## config.mk

```make
export PLATFORM = sky130hd
export DESIGN_NAME = mem_stage
export DESIGN_NICKNAME = d
export VERILOG_FILES = /design/src/rtl/mem_pkg.sv /design/src/rtl/mem_align.sv /design/src/rtl/mem_stage.sv
export SDC_FILE = /design/constraint.sdc
export NUM_CORES = 1
export LEC_CHECK = 0
export CORE_ASPECT_RATIO = 0.6
export CORE_UTILIZATION = 37
export CTS_CLUSTER_DIAMETER = 120
export DETAILED_ROUTE_END_ITERATION = 10
export PLACE_DENSITY = 0.82
export RECOVER_POWER = 100
export SLEW_MARGIN = 20
export SYNTH_ARGS = -nofsm -noshare
export SYNTH_HDL_FRONTEND = slang
export SYNTH_SLANG_ARGS = --single-unit
export TNS_END_PERCENT = 30
```

## constraint.sdc

```tcl
create_clock -name clk -period 1.8 [get_ports clk]
set_input_delay 0.27 -clock clk [delete_from_list [all_inputs] [get_ports clk]]
set_output_delay 0.27 -clock clk [all_outputs]
set_load 0.02 [all_outputs]
```

## src/rtl/mem_pkg.sv

```systemverilog
// mem_pkg: shared definitions for the EXE->MEM->WB memory stage.
//   - memory op encodings carried on in_op
//   - is_load / is_store classification helpers
//   - stage FSM state encoding
package mem_pkg;

  typedef enum logic [3:0] {
    MOP_NONE = 4'd0,
    MOP_LB   = 4'd1,
    MOP_LBU  = 4'd2,
    MOP_LH   = 4'd3,
    MOP_LHU  = 4'd4,
    MOP_LW   = 4'd5,
    MOP_SB   = 4'd6,
    MOP_SH   = 4'd7,
    MOP_SW   = 4'd8
  } mem_op_e;

  typedef enum logic [1:0] {
    ST_IDLE = 2'd0,  // output slot empty
    ST_WAIT = 2'd1,  // load issued, RAM data returns this cycle
    ST_FULL = 2'd2   // output record held
  } mem_state_e;

  function automatic logic is_load(input logic [3:0] op);
    return op inside {MOP_LB, MOP_LBU, MOP_LH, MOP_LHU, MOP_LW};
  endfunction

  function automatic logic is_store(input logic [3:0] op);
    return op inside {MOP_SB, MOP_SH, MOP_SW};
  endfunction

endpackage

```

## src/rtl/mem_align.sv

```systemverilog
// mem_align: combinational lane handling for the memory stage.
//   acc_op/acc_off/acc_wdata : op, addr[1:0] and store data of the record being accepted
//   st_we/st_wdata           : raw byte-enable mask and lane-replicated store data
//   misal                    : alignment fault for the accepted op
//   ld_op/ld_off/ld_word     : registered load op, addr[1:0] and RAM word
//   ld_data                  : lane-selected, extended load result
module mem_align
  import mem_pkg::*;
(
  input  logic [3:0]  acc_op,
  input  logic [1:0]  acc_off,
  input  logic [31:0] acc_wdata,
  output logic [3:0]  st_we,
  output logic [31:0] st_wdata,
  output logic        misal,
  input  logic [3:0]  ld_op,
  input  logic [1:0]  ld_off,
  input  logic [31:0] ld_word,
  output logic [31:0] ld_data
);

  logic [7:0]  ld_b;
  logic [15:0] ld_h;

  // Store mask is raw here; the top gates it with accept and ~misal.
  always_comb begin
    st_we    = 4'b0000;
    st_wdata = acc_wdata;
    misal    = 1'b0;
    case (acc_op)
      MOP_LH, MOP_LHU: misal = acc_off[0];
      MOP_LW:          misal = |acc_off;
      MOP_SB: begin
        st_we    = 4'b0001 << acc_off;
        st_wdata = {4{acc_wdata[7:0]}};
      end
      MOP_SH: begin
        misal    = acc_off[0];
        st_we    = 4'b0011 << acc_off;
        st_wdata = {2{acc_wdata[15:0]}};
      end
      MOP_SW: begin
        misal    = |acc_off;
        st_we    = 4'b1111;
      end
      default: ;
    endcase
  end

  // Halfword loads are known aligned, so only off[1] picks the half.
  assign ld_b = ld_word[{ld_off, 3'b000} +: 8];
  assign ld_h = ld_off[1] ? ld_word[31:16] : ld_word[15:0];

  always_comb begin
    ld_data = ld_word;
    case (ld_op)
      MOP_LB:  ld_data = {{24{ld_b[7]}}, ld_b};
      MOP_LBU: ld_data = {24'h0, ld_b};
      MOP_LH:  ld_data = {{16{ld_h[15]}}, ld_h};
      MOP_LHU: ld_data = {16'h0, ld_h};
      default: ;
    endcase
  end

endmodule

```

## src/rtl/mem_stage.sv

```systemverilog
// mem_stage: pipeline memory-access stage between EXE and WB.
//   clk, reset (async, active low), flush (sync)
//   in_*      : EXE->MEM record, valid/ready handshake
//   out_*     : registered MEM->WB record, valid/ready handshake
//   adel/ades : load/store address error with the record, bva = faulting address
//   ram_*     : synchronous data RAM, one-cycle read latency, byte write enables
module mem_stage
  import mem_pkg::*;
#(
  parameter int ADDR_W = 8,
  parameter int DATA_W = 32
) (
  input  logic              clk,
  input  logic              reset,
  input  logic              flush,
  input  logic              in_valid,
  output logic              in_ready,
  input  logic [3:0]        in_op,
  input  logic [31:0]       in_addr,
  input  logic [DATA_W-1:0] in_wdata,
  input  logic [4:0]        in_rd,
  input  logic              in_wb_en,
  input  logic [31:0]       in_pc,
  output logic              out_valid,
  input  logic              out_ready,
  output logic [DATA_W-1:0] out_wdata,
  output logic [4:0]        out_rd,
  output logic              out_wb_en,
  output logic [31:0]       out_pc,
  output logic              adel,
  output logic              ades,
  output logic [31:0]       bva,
  output logic [ADDR_W-1:0] ram_addr,
  output logic [3:0]        ram_we,
  output logic [DATA_W-1:0] ram_wdata,
  input  logic [DATA_W-1:0] ram_rdata
);

  mem_state_e  state, state_nxt;
  logic [3:0]  lat_op;
  logic [1:0]  lat_off;
  logic [3:0]  st_we;
  logic [31:0] ld_data;
  logic        misal, accept, ld, st, ld_go;

  mem_align u_align (
    .acc_op    (in_op),
    .acc_off   (in_addr[1:0]),
    .acc_wdata (in_wdata),
    .st_we     (st_we),
    .st_wdata  (ram_wdata),
    .misal     (misal),
    .ld_op     (lat_op),
    .ld_off    (lat_off),
    .ld_word   (ram_rdata),
    .ld_data   (ld_data)
  );

  assign ld       = is_load(in_op);
  assign st       = is_store(in_op);
  assign in_ready = (state == ST_IDLE) | ((state == ST_FULL) & out_ready);
  assign accept   = in_valid & in_ready & ~flush;
  assign ld_go    = accept & ld & ~misal;   // aligned load: RAM read in flight
  assign ram_addr = in_addr[ADDR_W+1:2];
  assign ram_we   = (accept & st & ~misal) ? st_we : 4'b0000;

  always_ff @(posedge clk or negedge reset) begin
    if (!reset) state <= ST_IDLE;
    else        state <= state_nxt;
  end

  always_comb begin
    state_nxt = state;
    if (flush)                               state_nxt = ST_IDLE;
    else if (accept)                         state_nxt = ld_go ? ST_WAIT : ST_FULL;
    else if (state == ST_WAIT)               state_nxt = ST_FULL;
    else if (state == ST_FULL && out_ready)  state_nxt = ST_IDLE;
  end

  always_ff @(posedge clk or negedge reset) begin
    if (!reset) begin
      out_valid <= 1'b0;
      out_wdata <= '0;
      out_rd    <= '0;
      out_wb_en <= 1'b0;
      out_pc    <= '0;
      adel      <= 1'b0;
      ades      <= 1'b0;
      bva       <= '0;
      lat_op    <= '0;
      lat_off   <= '0;
    end else if (flush) begin
      out_valid <= 1'b0;
      adel      <= 1'b0;
      ades      <= 1'b0;
    end else if (accept) begin
      // Loads become visible only after the WAIT cycle latches RAM data.
      out_valid <= ~ld_go;
      out_wdata <= in_addr;
      out_rd    <= in_rd;
      out_wb_en <= in_wb_en & ~st & ~misal;
      out_pc    <= in_pc;
      adel      <= ld & misal;
      ades      <= st & misal;
      if (misal) bva <= in_addr;
      lat_op    <= in_op;
      lat_off   <= in_addr[1:0];
    end else if (state == ST_WAIT) begin
      out_valid <= 1'b1;
      out_wdata <= ld_data;
    end else if (state == ST_FULL && out_ready) begin
      out_valid <= 1'b0;
      adel      <= 1'b0;
      ades      <= 1'b0;
    end
  end

endmodule

```

* Word-level counts from Yosys, hierarchy flattened
Cells that the tools add are included.
** Cells by class
- Equality and inequality tests :: 15
- Shift operators :: 3
- Multiplexer cells :: 22
- Bitwise logic cells :: 16
- Reduce and logical (&&, ||, !) cells :: 14
** Operators by type and width (count)
- case mux 32 bit (4 select lines) :: 1
- 2-to-1 mux 32 bit :: 2
- case mux 32 bit (2 select lines) :: 1
- indexed part select 32 x 6 -> 8 bit :: 1
- equality test 4 x 3 -> 1 bit (second input constant) :: 5
- equality test 4 x 2 -> 1 bit (second input constant) :: 4
- 2-to-1 mux 16 bit :: 1
- case mux 4 bit (3 select lines) :: 1
- AND 1 bit :: 11
- 2-to-1 mux 2 bit :: 5
- 2-to-1 mux 1 bit :: 9
- equality test 4 x 1 -> 1 bit (second input constant) :: 2
- AND reduction 2 bit :: 3
- nonzero test 3 bit :: 2
- nonzero test 5 bit :: 1
- equality test 4 bit (second input constant) :: 1
- 2-to-1 mux 4 bit :: 1
- NOT 1 bit :: 4
- nonzero test 4 bit :: 1
- OR reduction 2 bit :: 2
- << shifter 1 x 2 -> 4 bit (first input constant) :: 1
- << shifter 2 x 2 -> 4 bit (first input constant) :: 1
- inequality test 3 bit (second input constant) :: 1
- AND reduction 3 bit :: 1
- 8 further kinds :: 8
** Word-level totals
- Register bits :: 113
- Word-level logic and storage cells :: 81

* Depth between registers and ports, before layout
Gate-level depths: netlist of run 1.
- Word-level depth :: 10
- Depth in mapped cells :: 8

* Cells and area by module
Synthesis of run 1 repeated with hierarchy kept, for this count alone.
** Second synthesis, totals
- Cell total of the unflattened synthesis :: 559
- Area, all modules :: 5994.5 sq um
** Modules (own cells, without submodules)
- mem_stage :: instances 1, cells an instance 349, area each 4525.6 sq um
- mem_align :: instances 1, cells an instance 210, area each 1468.9 sq um

* Worst setup path before layout of run 1
OpenSTA, ideal clock, no wires.
- Path type :: reg2out
- From :: reg state[1]
- To :: out ram_we[3]
- Data arrival time :: 2.006 ns
- Setup slack :: -0.476 ns
- Cell stages (with the launch flop) :: 6
- Path buffers :: 1
- Cells stage by stage :: dfrtp_1 nor2b_1 or4b_1 clkbuf_1 nor3b_2 nor2b_1
** Between the ends
- Longest elaborated chain between the ends :: 8
- Elaborated cells between the ends (all ways) :: 9
** Ends and longest elaborated chain
- from (decl) :: line mem_stage.sv:39 : mem_state_e state, state_nxt;
- from (signal assigned) :: line mem_stage.sv:69 : else state <= state_nxt;
- equality test 2 bit :: line mem_stage.sv:61 : assign in_ready = (state == ST_IDLE) | ((state == ST_FULL) & out_ready);
- AND 1 bit :: line mem_stage.sv:61
- OR 1 bit * :: line mem_stage.sv:61
- AND 1 bit * (2 in series) :: line mem_stage.sv:62 : assign accept = in_valid & in_ready & ~flush;
- AND 1 bit * (2 in series) :: line mem_stage.sv:65 : assign ram_we = (accept & st & ~misal) ? st_we : 4'b0000;
- 2-to-1 mux 4 bit * :: line mem_stage.sv:65
- to (decl) :: line mem_stage.sv:34 : output logic [3:0] ram_we,
Every way passes the cells marked *; elsewhere a longest branch is shown, timed or not.

* Worst setup path in the final report of run 1
Same ends and word-level chain as after synthesis.

==> results of run 1 <==
[through the flow]
step	instance area (sq um)	utilization	total power (W)	setup slack, ns
after global placement	9690	0.620	0.00824	-0.886
after detailed placement	9690	0.620	0.00834	-0.935
final	10600	0.679	0.0106	-0.507
after floorplan	6100	-	0.00583	-0.205
after CTS	10200	0.649	0.0105	-0.518
after global routing	10600	0.679	0.0111	-0.567
[kinds of logic after synthesis]
logic type,share of synthesized area
buf+inv,0.0640
xor+xnor,0.00145
mux,0.0642
flops,0.465
simple gates,0.194
compound gates,0.211
[power groups by stage]
stage / Clock (W) / Combinational [W] / Sequential (W)
after global placement: 0 / 0.00470 / 0.00355
after CTS: 0.00219 / 0.00483 / 0.00353
final: 0.00214 / 0.00497 / 0.00351
after floorplan: 0 / 0.00158 / 0.00425
after detailed placement: 0 / 0.00478 / 0.00356
after global routing: 0.00229 / 0.00526 / 0.00359
[placed cells by master (no fill, tap or decap), types with 4 or more instances in the layout]
cell type        Yosys  layout
a22o_1               4       4
mux2_2              19      18
o21ai_0             24      19
buf_12               0       8
o2bb2ai_1           32      27
inv_1                9       9
nor3_1               8       8
a2111oi_4            0       4
nand2_1            213     209
buf_6                1      20
a21oi_1             14      11
buf_2               20      15
a22oi_2              0      10
a211oi_2             0       4
o211ai_1            16      16
dlygate4sd3_1        0     102
a221o_1              6       6
a22oi_1             14       4
buf_4               18      82
nand2b_1             5       4
nor2_1              35      34
a31oi_1              5       5
clkdlybuf4s50_1      0     154
clkbuf_16            0      13
dlygate4sd2_1        0       9
mux2i_1             15      15
dfrtp_1            112     110
a21o_1              15      15
o2bb2ai_2            0       5
[area by class of cell]
class	instances	area, sq um	share of cell area
repair buffers	407	3960	0.373
multi-input cells	490	3250	0.306
flip-flops and latches	112	2810	0.264
well taps	203	254	0.0239
clock buffers	10	229	0.0216
clock inverters	6	83.8	0.00790
inverters	9	33.8	0.00318
[per-layer routing]
layer  up-vias  track usage  part of all wire
met5         -            0                 0
met4         0       0.0541             0.014
met3        27       0.0785              0.10
met2       345        0.441              0.46
met1      3258        0.371              0.42
li1       3060            -                 -
[path summary, 6_finish.rpt]
path | from | end | slack [ns] | depth (start not counted)
max | state[1]$_DFFE_PN0P_ | ram_we[3] | -0.51 | 6
min | in_op[1] | lat_op[1]$_DFFE_PN0P_ | 0.44 | 4
max reg2reg | lat_op[0]$_DFFE_PN0P_ | out_wdata[3]$_DFFE_PN0P_ | -0.34 | 8
min reg2reg | out_pc[13]$_DFFE_PN0P_ | out_pc[13]$_DFFE_PN0P_ | 0.47 | 2
max in group asynchronous | reset | state[1]$_DFFE_PN0P_ | 0.17 | 3
min in group asynchronous | reset | out_wdata[3]$_DFFE_PN0P_ | 0.51 | 2
[critical path, delay by kind of cell, from the launching register on]
family	cells	cell delay (ns)
DFF	1	0.41
buffers and inverters	2	0.26
and+or+nand+nor	4	1.03
[flip-flops by register name, summed over array words and instances (netlist names)]
name,count
out_pc,32
lat_op,4
out_wdata,32
out_wb_en,1
adel,1
lat_off,2
bva,32
state,2
out_rd,5
ades,1
[timing repair]
item                                    in CTS  in global routing
resized for setup                          128                 89
endpoints found under the setup margin      96                117
setup buffers                                8                 13
pin swaps                                    6                 19
cloned                                       0                  5
hold buffers                                 1                  0
hold endpoints to repair                    12                  0
==> flow_summary.ini, run 1 <==
[final_layout]
syn_to_final_growth_pct = 76.3
fin_cells = 1237
antenna_cells = 0
layout-drive-gt1-share = 0.230
finalNetCount = 1172
num-fill-cells = 1235

[cts]
numCtsBuffers = 9
tritoncts = yes
cts.sinks = 112
root_buffer = clkbuf_16
clk_pin_slew_ns = 0.08
h-tree-depth = 3
clk_path_buf_depth = 2
clock_latency_ns = 0.35

[detailed_routing]
drt_iter0_drc = 698
ant_nets = 0
routed_via_density = 5.41
dr.pass1.iters = 5
vias = 6690
drcViolationCount = 0
wl_microns = 24600
routedWlPerCell_microns = 19.9

[logic_synthesis]
yosys_warnings = 0
synth.distinct_cells = 54
synthCells = 678
yosysMostFrequentCell = nand2_1
synthTopCellsByCount = nand2_1 (213), dfrtp_1 (112), nor2_1 (35)
synth.net_count = 821
yosys_register_bits = 112
synthArstFlopShare = 1.00
synth_edf_count = 0
yosysTopAreaCell = dfrtp_1
yosysSeqAreaShare = 0.465
synthTopCellsByArea = dfrtp_1 (47%), nand2_1 (13%), o2bb2ai_1 (4.7%)
synth.avg_cell_area_sq_um = 8.88
netlist.area_leader.share = 0.465
ys.flop_type = dfrtp_1
netlist_area_sq_mm = 0.00602

[die]
ioPinCount = 293
start_util = 0.385
die_y_microns = 101
coreArea_sq_mm = 0.0156
std_cell_rows = 35
die-area_sq_mm = 0.0168
fp.dieW_microns = 167

[sta]
grt_setup_unrepaired = yes
slew_violations = 0
final.setup.worst_slack_ns = -0.507
hold_violations = 0
max_freq_ghz = 0.433
setup_viol = 43
worst_pin_slew_ns = 0.785
hold_slack_ns = 0.443
tns_ns = -8.49
period_needed_ns = 2.31
fin_crit_sh = 1.28
clock_skew_ns = 0.0174
slew_headroom = 0.477

[power]
cell_internal_pwr_w = 0.00658
p_clk_frac = 0.202
p_switching_w = 0.00404
peakVddDrop_uv = 591
combPwrFrac = 0.468
power.density_mw_per_mm2 = 1000
netSwitchingFraction = 0.381
seqPwrFrac = 0.330
power.leakage_nw = 4.93

[grt]
grt_pass1_vias = 6366
track_usage = 0.274
grt_max_degree = 57
grt_first_pass_wirelength_microns = 35300
globalRouteOverflowTotal = 0
antenna_found_initial = 0

[critical_path]
path_max_fanout = 3
slowest_delay_ns = 0.52
start_kind = register
crit_path_top_delay_cell = or4b_4
critPathRequiredTime_ns = 1.53
crit_chain = nor2b_4, or4b_4, nor3b_4, buf_6, nor2b_4, buf_6
path_class = register to primary output
crit_arrival_ns = 2.04
crit_path_end_kind = primary output

[status]
status = complete, but fails checks
violations = setup timing

[placement]
hpwlAfterDp_microns = 17800
gp_congestion = 0.944
dp_cells = 1198
port_buffers = 292

[min_path]
hp-class = primary input to register

[run]
max_cap_viol_count = 0
(Power assumes the default switching activity.)
==> run 2: changes to the inputs <==
--- a/config.mk
+++ b/config.mk
@@ -9,6 +9,7 @@
 export CORE_UTILIZATION = 37
 export CTS_CLUSTER_DIAMETER = 120
 export DETAILED_ROUTE_END_ITERATION = 10
+export GPL_TIMING_DRIVEN = 0
 export PLACE_DENSITY = 0.82
 export RECOVER_POWER = 100
 export SLEW_MARGIN = 20
==> flow_summary.ini, run 2 (synthesized netlist as in run 1, its figures left out) <==
[final_layout]
utilization = 0.674
syn_to_final_growth_pct = 75.0
fin_cells = 1221
stdcell_area_sq_mm = 0.0105
multiInputGateArea_sq_mm = 0.00341
finalNetCount = 1155
layout-drive-gt1-share = 0.236
top_regs = bva: 32 flops, out_pc: 32 flops, out_wdata: 32 flops
ff_latch_area_sq_mm = 0.00280
layout_commonest_cell = nand2_1
layout_common_cells = nand2_1 (201), clkdlybuf4s50_1 (133), dlygate4sd3_1 (113)
num-fill-cells = 1284

[cts]
root_buffer = clkbuf_16
h-tree-depth = 3
clk_path_buf_depth = 2
clk_pin_slew_ns = 0.07
numCtsBuffers = 9
tritoncts = yes
cts.sinks = 112
clock_latency_ns = 0.36

[critical_path]
crit_arrival_ns = 2.15
path_class = primary input to primary output
crit_path_end_kind = primary output
critPathRequiredTime_ns = 1.53
r2r_slack_ns = -0.27
start_kind = primary input
path_max_fanout = 4

[sta]
fin_crit_sh = 1.34
grt_setup_unrepaired = yes
worst_pin_slew_ns = 0.771
final.setup.worst_slack_ns = -0.617
slew_headroom = 0.486
hold_violations = 0
period_needed_ns = 2.42
max_freq_ghz = 0.414
clock_skew_ns = 0.0191
setup_viol = 84
tns_ns = -10.81
slew_violations = 0

[grt]
globalRouteOverflowTotal = 0
track_usage = 0.281
grt_pass1_vias = 6294
grt_max_degree = 60
grt_first_pass_wirelength_microns = 36100
antenna_found_initial = 3

[status]
status = complete, but fails checks
violations = setup timing

[detailed_routing]
drcViolationCount = 0
routedWlPerCell_microns = 20.1
wl_microns = 24600
dr.pass1.iters = 5
vias = 6621
drt_iter0_drc = 656
routed_via_density = 5.42
ant_nets = 0

[die]
die-area_sq_mm = 0.0168
std_cell_rows = 35
die_y_microns = 101
ioPinCount = 293
coreArea_sq_mm = 0.0156
start_util = 0.385
fp.dieW_microns = 167

[power]
power.density_mw_per_mm2 = 1020
netSwitchingFraction = 0.386
p_clk_frac = 0.200
seqPwrFrac = 0.328
total_power_w = 0.0107
combPwrFrac = 0.472
cell_internal_pwr_w = 0.00658
power.leakage_nw = 4.82
p_switching_w = 0.00413
peakVddDrop_uv = 566

[placement]
gp_congestion = 0.966
dp_cells = 1171
port_buffers = 289
placed_area_sq_mm = 0.00928
hpwlAfterDp_microns = 18000

[min_path]
hp-class = primary input to register

[run]
max_cap_viol_count = 0
run 2: repair_timing:
action                                  in CTS  in global routing
endpoints found under the setup margin     144                132
cloned                                       0                  1
buffers inserted                            14                 19
pin swaps                                    9                 28
endpoints found under the hold margin       53                  0
hold buffers                                 1                  0
resized for setup                          174                119
run 2: metrics by stage:
stage                     worst slack (ns)  hold WS (ns)
after floorplan                     -0.205       -0.0256
after detailed placement             -1.66         0.267
after CTS                           -0.639         0.193
after global placement               -4.38         0.458
final                               -0.617         0.179
after global routing                -0.705         0.211
run 2: path summary, 6_finish.rpt:
path / startpoint / cells after the start / end
max: out_ready / 7 / ram_we[3]
min reg2reg: out_pc[8]$_DFFE_PN0P_ / 2 / out_pc[8]$_DFFE_PN0P_
min: in_op[1] / 3 / lat_op[1]$_DFFE_PN0P_
max reg2reg: lat_op[0]$_DFFE_PN0P_ / 6 / out_wdata[4]$_DFFE_PN0P_
max in group asynchronous: reset / 3 / out_pc[0]$_DFFE_PN0P_
min in group asynchronous: reset / 2 / bva[2]$_DFFE_PN0P_
run 2: critical path, cell delays in order:
cell and delay, ns:
clkdlybuf4s50_1 0.56, nor2b_4 0.06, or4b_4 0.51, clkbuf_16 0.18
nor3b_4 0.25, nor2b_4 0.19, buf_6 0.12
run 2: area by class of cell:
type | instances | share of cell area
Clock buffer | 10 | 0.0217
Buffer | 65 | 0.0531
Antenna cell | 1 | 0.000237
Sequential cell | 112 | 0.266
Tap cell | 203 | 0.0241
Clock inverter | 6 | 0.00795
Inverter | 9 | 0.00321
Timing Repair Buffer | 325 | 0.301
Multi-Input combinational cell | 490 | 0.323
run 2: power groups by stage:
stage | registers (W) | logic [W] | clock network, W
after floorplan | 0.00425 | 0.00158 | 0
after global placement | 0.00355 | 0.00451 | 0
after detailed placement | 0.00355 | 0.00458 | 0
after CTS | 0.00352 | 0.00477 | 0.00218
after global routing | 0.00359 | 0.00533 | 0.00228
final | 0.00351 | 0.00505 | 0.00214
run 2: routing by layer:
metal / track usage / up-vias / wire length (microns)
met5: 0 / - / 25
met4: 0.0577 / 4 / 404
met3: 0.0872 / 43 / 2440
met2: 0.451 / 334 / 11300
met1: 0.376 / 3201 / 10400
li1: - / 3039 / -
